--- src/rtl/regfile_wb_arbiter.sv ---
// regfile_wb_arbiter
//
// Purpose: arbitrates the single register-file write port between the ALU,
// a 2-entry buffer of load/IO return data and a debug/loader write port.
// It also keeps a busy scoreboard of registers with outstanding loads and
// raises a decode stall when a decode operand names one of them.
//
// Optional feature: define DEBUG_PORT_EN to build the debug write port and
// its age counter. Without it the dbg_* ports exist but are ignored and
// dbg_ack is tied low.
//
// Ports:
//   clk, rst                         clock, asynchronous active-low reset
//   alu_we, alu_rd, alu_wdata        ALU writeback request (highest priority)
//   ld_valid, ld_ready, ld_rd,
//   ld_wdata                         load return handshake into the FIFO
//   issue_en, issue_rd               load issued; marks issue_rd busy
//   dec_rs1, dec_rs2, dec_rd         decode-stage register indices
//   stall                            decode hazard on a pending load
//   dbg_req, dbg_addr, dbg_wdata     debug/loader write request
//   dbg_ack                          debug write committed (1-cycle pulse)
//   rf_we, rf_waddr, rf_wdata        registered register-file write port
module regfile_wb_arbiter (
   input  logic        clk,
   input  logic        rst,
   input  logic        alu_we,
   input  logic [4:0]  alu_rd,
   input  logic [31:0] alu_wdata,
   input  logic        ld_valid,
   output logic        ld_ready,
   input  logic [4:0]  ld_rd,
   input  logic [31:0] ld_wdata,
   input  logic        issue_en,
   input  logic [4:0]  issue_rd,
   input  logic [4:0]  dec_rs1,
   input  logic [4:0]  dec_rs2,
   input  logic [4:0]  dec_rd,
   output logic        stall,
   input  logic        dbg_req,
   input  logic [4:0]  dbg_addr,
   input  logic [31:0] dbg_wdata,
   output logic        dbg_ack,
   output logic        rf_we,
   output logic [4:0]  rf_waddr,
   output logic [31:0] rf_wdata
);

   // Load return FIFO storage
   logic [4:0]  fifoRd_q   [2];
   logic [31:0] fifoData_q [2];
   logic        head_q;
   logic [1:0]  count_q, count_d;
   logic        wrPtr;
   logic        push, pop;

   // Busy scoreboard
   logic [31:0] busy_q, busy_d;

   // Registered write port
   logic        rfWe_q;
   logic        rfIsLoad_q;
   logic [4:0]  rfAddr_q;
   logic [31:0] rfData_q;

   // Grant decision for this cycle
   logic        grantAny;
   logic        grantLoad;
   logic        grantDbg;
   logic [4:0]  grantRd;
   logic [31:0] grantData;
   logic        dbgPend;
   logic        dbgAged;

`ifdef DEBUG_PORT_EN
   logic [3:0]  age_q, age_d;
   logic        dbgArm_q, dbgArm_d;
   logic        dbgAck_q;

   // A request is only eligible once dbg_req has been seen low since the
   // last grant, so a held request is acknowledged exactly once.
   assign dbgPend = dbg_req & dbgArm_q;
   assign dbgAged = dbgPend & age_q[3];
   assign dbg_ack = dbgAck_q;

   // Age counts denied cycles of an eligible request; it restarts when the
   // request is granted or is no longer eligible.
   always_comb begin
      dbgArm_d = dbgArm_q;
      age_d    = age_q;
      if (!dbg_req) begin
         dbgArm_d = 1'b1;
      end else if (grantDbg) begin
         dbgArm_d = 1'b0;
      end
      if (grantDbg || !dbgPend) begin
         age_d = 4'd0;
      end else if (age_q != 4'hF) begin
         age_d = age_q + 4'd1;
      end
   end

   always_ff @(posedge clk or negedge rst) begin
      if (!rst) begin
         age_q    <= 4'd0;
         dbgArm_q <= 1'b1;
         dbgAck_q <= 1'b0;
      end else begin
         age_q    <= age_d;
         dbgArm_q <= dbgArm_d;
         dbgAck_q <= grantDbg;
      end
   end
`else
   logic unusedDbg;

   assign dbgPend   = 1'b0;
   assign dbgAged   = 1'b0;
   assign dbg_ack   = 1'b0;
   assign unusedDbg = ^{dbg_req, dbg_addr, dbg_wdata, grantDbg};
`endif

   // Priority: ALU, then a debug request that has waited long enough, then
   // the oldest buffered load, then a fresh debug request.
   always_comb begin
      grantAny  = 1'b0;
      grantLoad = 1'b0;
      grantDbg  = 1'b0;
      grantRd   = 5'd0;
      grantData = 32'd0;
      if (alu_we) begin
         grantAny  = 1'b1;
         grantRd   = alu_rd;
         grantData = alu_wdata;
      end else if (dbgAged) begin
         grantAny  = 1'b1;
         grantDbg  = 1'b1;
         grantRd   = dbg_addr;
         grantData = dbg_wdata;
      end else if (count_q != 2'd0) begin
         grantAny  = 1'b1;
         grantLoad = 1'b1;
         grantRd   = fifoRd_q[head_q];
         grantData = fifoData_q[head_q];
      end else if (dbgPend) begin
         grantAny  = 1'b1;
         grantDbg  = 1'b1;
         grantRd   = dbg_addr;
         grantData = dbg_wdata;
      end
   end

   // ld_ready is gated by rst so it reads low throughout reset.
   assign ld_ready = rst & (count_q != 2'd2);
   assign push     = ld_valid & ld_ready;
   assign pop      = grantLoad;
   assign wrPtr    = head_q ^ count_q[0];

   always_comb begin
      count_d = count_q;
      case ({push, pop})
         2'b10:   count_d = count_q + 2'd1;
         2'b01:   count_d = count_q - 2'd1;
         default: count_d = count_q;
      endcase
   end

   always_ff @(posedge clk or negedge rst) begin
      if (!rst) begin
         fifoRd_q[0]   <= 5'd0;
         fifoRd_q[1]   <= 5'd0;
         fifoData_q[0] <= 32'd0;
         fifoData_q[1] <= 32'd0;
         head_q        <= 1'b0;
         count_q       <= 2'd0;
      end else begin
         if (push) begin
            fifoRd_q[wrPtr]   <= ld_rd;
            fifoData_q[wrPtr] <= ld_wdata;
         end
         if (pop) begin
            head_q <= ~head_q;
         end
         count_q <= count_d;
      end
   end

   // A load's busy bit clears when its write actually reaches the register
   // file; a new issue to the same register in that cycle keeps it busy.
   always_comb begin
      busy_d = busy_q;
      if (rfWe_q && rfIsLoad_q) begin
         busy_d[rfAddr_q] = 1'b0;
      end
      if (issue_en && (issue_rd != 5'd0)) begin
         busy_d[issue_rd] = 1'b1;
      end
      busy_d[0] = 1'b0;
   end

   // Writes to x0 are granted (popping or acking their source) but never
   // assert rf_we.
   always_ff @(posedge clk or negedge rst) begin
      if (!rst) begin
         busy_q     <= 32'd0;
         rfWe_q     <= 1'b0;
         rfIsLoad_q <= 1'b0;
         rfAddr_q   <= 5'd0;
         rfData_q   <= 32'd0;
      end else begin
         busy_q     <= busy_d;
         rfWe_q     <= grantAny && (grantRd != 5'd0);
         rfIsLoad_q <= grantLoad;
         if (grantAny) begin
            rfAddr_q <= grantRd;
            rfData_q <= grantData;
         end
      end
   end

   assign stall    = busy_q[dec_rs1] | busy_q[dec_rs2] | busy_q[dec_rd];
   assign rf_we    = rfWe_q;
   assign rf_waddr = rfAddr_q;
   assign rf_wdata = rfData_q;

endmodule

--- config.mk ---
export PLATFORM = sky130hd
export DESIGN_NAME = regfile_wb_arbiter
export DESIGN_NICKNAME = d
export VERILOG_FILES = /design/src/rtl/regfile_wb_arbiter.sv
export SDC_FILE = /design/constraint.sdc
export NUM_CORES = 1
export LEC_CHECK = 0
export CAP_MARGIN = 20
export CORE_MARGIN = 2
export CORE_UTILIZATION = 54
export DETAILED_ROUTE_END_ITERATION = 10
export GPL_TIMING_DRIVEN = 0
export PLACE_DENSITY = 0.86
export SKIP_LAST_GASP = 1
export SYNTH_ARGS = -nofsm -noshare
export SYNTH_HDL_FRONTEND = slang
export SYNTH_SLANG_ARGS = --single-unit
export TNS_END_PERCENT = 100
--- constraint.sdc ---
create_clock -name clk -period 3 [get_ports clk]
set_input_delay 0.3 -clock clk [delete_from_list [all_inputs] [get_ports clk]]
set_output_delay 0.3 -clock clk [all_outputs]
set_load 0.01 [all_outputs]
==> qor.yml <==
wl_met1_um: 7559
synth_edf_count: 0
timing.fmax_ghz: 0.3462
grt_pass1_wl_um: 30330
core_um2: 13140
rows: 42
tns_ns: 0
ys_ff_latch: 147
drive_gt1_frac: 0.1880
start_kind: "primary input"
hpwl_um: 13380
grt_antenna_before_repair: 0
crit_fanout: 5
post_cts_buffers: 0
final_cells: 958
syn-num-nets: 755
wirelength_um: 18740
clock-skew-final_ns: 0.01114
first_global_vias: 6098
crit_type: "in -> out"
cts_root_buf: "clkbuf_16"
max_stage_delay_ns: 0.62
die_w_um: 119.4
top_layer: "met4"
grt_use_total: 0.2730
stdcell_area_um2: 9325
via_count: 5736
min_path_type: "in -> reg"
hold_viol: 0
drc: 0
worstPathArrival_ns: 2.59
wire_per_inst_um: 19.56
endpoint_kind: "output port"
syn2layout_area_growth_pct: 29.59
relSlewSlack: 0.6061
grt_max_degree: 98
n_fill_cell: 895
final_max_slew_viol_count: 0
crit_path_frequent_cell: "clkdlybuf4s50_1"
clock-sinks: 147
die-height_um: 119.4
rsz0062_at_grt: "no"
cpLargestDelayFamily: "buffers and inverters"
setup-violations-final: 0
clk_pin_slew_worst_paths_ns: 0.06
async_flop_share: 1.000
power_mw: 9.155
die_area_um2: 14260
first_pass_iters: 5
yosysWarnings: 0
initial_utilization: 0.5477
pre_cts_slack_ns: 0.03124
tritoncts: "yes"
route.met2.wl_um: 9253
path_buf_inv: 2
synth_ff_type: "dfrtp_1"
io_buffers: 131
syn_avg_cell_area_um2: 11.66
crit_path_cell_trace: "clkdlybuf4s50_1 > mux4_2 > mux2i_1 > o21ai_0 > nor4_1 > nand4_1 > clkdlybuf4s50_1"
status: "complete, no violations"
powerDensity_nw_per_um2: 981.8
timing.hold.ws_ns: 0.2753
routabilityCongestion: 0.9559
dpl.cell_count: 925
dr_wl_met3_um: 1377
worst_pin_slew_ns: 0.5908
cp.required_ns: 2.70
nets: 908
clk_latency_ns: 0.42
antenna_cells: 0
ir_drop_mv: 0.5140
cts_inserted_buffers: 17
ant_nets: 0
maxCapViolCount: 0
post-route-period-util: 0.9627
ios: 178
htree_levels: 4
post-route-min-period_ns: 2.888
leakagePower_nw: 3.873
drt_iter0_markers: 444
yosysSeqAreaShare: 0.5112
synth_cell_types: 45
slowest_stage: "clkdlybuf4s50_1"
worst_slack_ns: 0.1118
syn_area_um2: 7196
placed_area_um2: 8756
finish.utilization: 0.7098
cts_max_path_buffers: 2
synth_cells: 617
vias_per_cell: 5.987
gr-total-overflow: 0
[timing repair]
item / CTS / global route
endpoints found under the hold margin: 51 / 0
endpoints found under the setup margin: 0 / 2
resized for setup: 0 / 1
hold buffers: 1 / 0
[cell type report]
| class | instances | area [um^2] | share of cell area |
|---|---|---|---|
| Tap cell | 176 | 220.2 | 0.02361 |
| Clock buffer | 26 | 479.2 | 0.05139 |
| Timing Repair Buffer | 134 | 1378 | 0.1477 |
| Inverter | 6 | 22.52 | 0.002415 |
| Multi-Input combinational cell | 429 | 3298 | 0.3537 |
| Buffer | 35 | 196.4 | 0.02107 |
| Sequential cell | 147 | 3679 | 0.3945 |
| Clock inverter | 5 | 52.55 | 0.005635 |
[worst paths after layout]
path	start	endpoint	slack [ns]	cells after the start
min reg2reg	fifoData_q[37]$_DFFE_PN0P_	fifoData_q[37]$_DFFE_PN0P_	0.50	1
max	dec_rd[1]	stall	0.11	7
max reg2reg	count_q[0]$_DFFE_PN0P_	rf_wdata[1]$_DFFE_PN0P_	0.88	7
max in group asynchronous	rst	busy_q[1]$_DFF_PN0_	1.89	3
min	alu_we	rf_wdata[4]$_DFFE_PN0P_	0.28	2
min in group asynchronous	rst	rf_wdata[0]$_DFFE_PN0P_	0.40	2
[cells by family after synthesis]
kind of cell             share of synthesized area
AO/OA/AOI/OAI                               0.1148
flip-flops                                  0.5112
multiplexers                                0.2490
AND/OR/NAND/NOR                            0.08625
buffers and inverters                      0.03043
XOR/XNOR                                  0.006087
adder cells (fa/ha/maj)                   0.001739
other                                    0.0005211
[cells in the final DEF (no fill, tap or decap), drive strengths merged, types with 6 or more instances in the layout]
cell	n
a21oi	32
nor2	43
mux2i	38
clkdlybuf4s50	129
nand2	50
nand3b	9
dfrtp	147
inv	6
clkbuf	40
mux4	21
mux2	80
o21ai	103
buf	24
[per-layer routing]
metal | GRT usage | vias up
met5 | 0 | -
met4 | 0.1316 | 0
met3 | 0.07519 | 49
met2 | 0.4490 | 247
met1 | 0.3346 | 2891
li1 | - | 2549
[synth_stat cells, drive strengths merged, types with 5 or more instances]
master,count,area share
a21oi,32,0.022
mux2,80,0.13
buf,22,0.021
dfrtp,147,0.51
nand2,50,0.026
o21ai,103,0.072
mux4,21,0.071
mux2i,38,0.053
clkbuf,13,0.0068
or3b,5,0.0061
nand3b,9,0.0094
nor2,43,0.022
inv,6,0.0031
[worst reg2reg max path: cells and delay by family, from the launching register on]
family | cells | cell delay (ns)
AOI/OAI and AO/OA | 2 | 0.25
DFF | 1 | 0.35
buffers and inverters | 3 | 1.07
and+or+nand+nor | 2 | 0.31
[where the power goes]
group          total (mW)  internal, mW  switching, mW
Sequential           3.57          2.92          0.642
Clock                1.93          1.17          0.758
Combinational        3.66          1.94           1.71
Total                9.16          6.04           3.11
[sequential cells by signal (all words and copies together) (netlist names)]
| name | count |
|---|---|
| count_q | 2 |
| rf_we | 1 |
| busy_q | 31 |
| head_q | 1 |
| rf_waddr | 5 |
| rfIsLoad_q | 1 |
| fifoData_q | 64 |
| fifoRd_q | 10 |
| rf_wdata | 32 |
(Power assumes the default switching activity.)
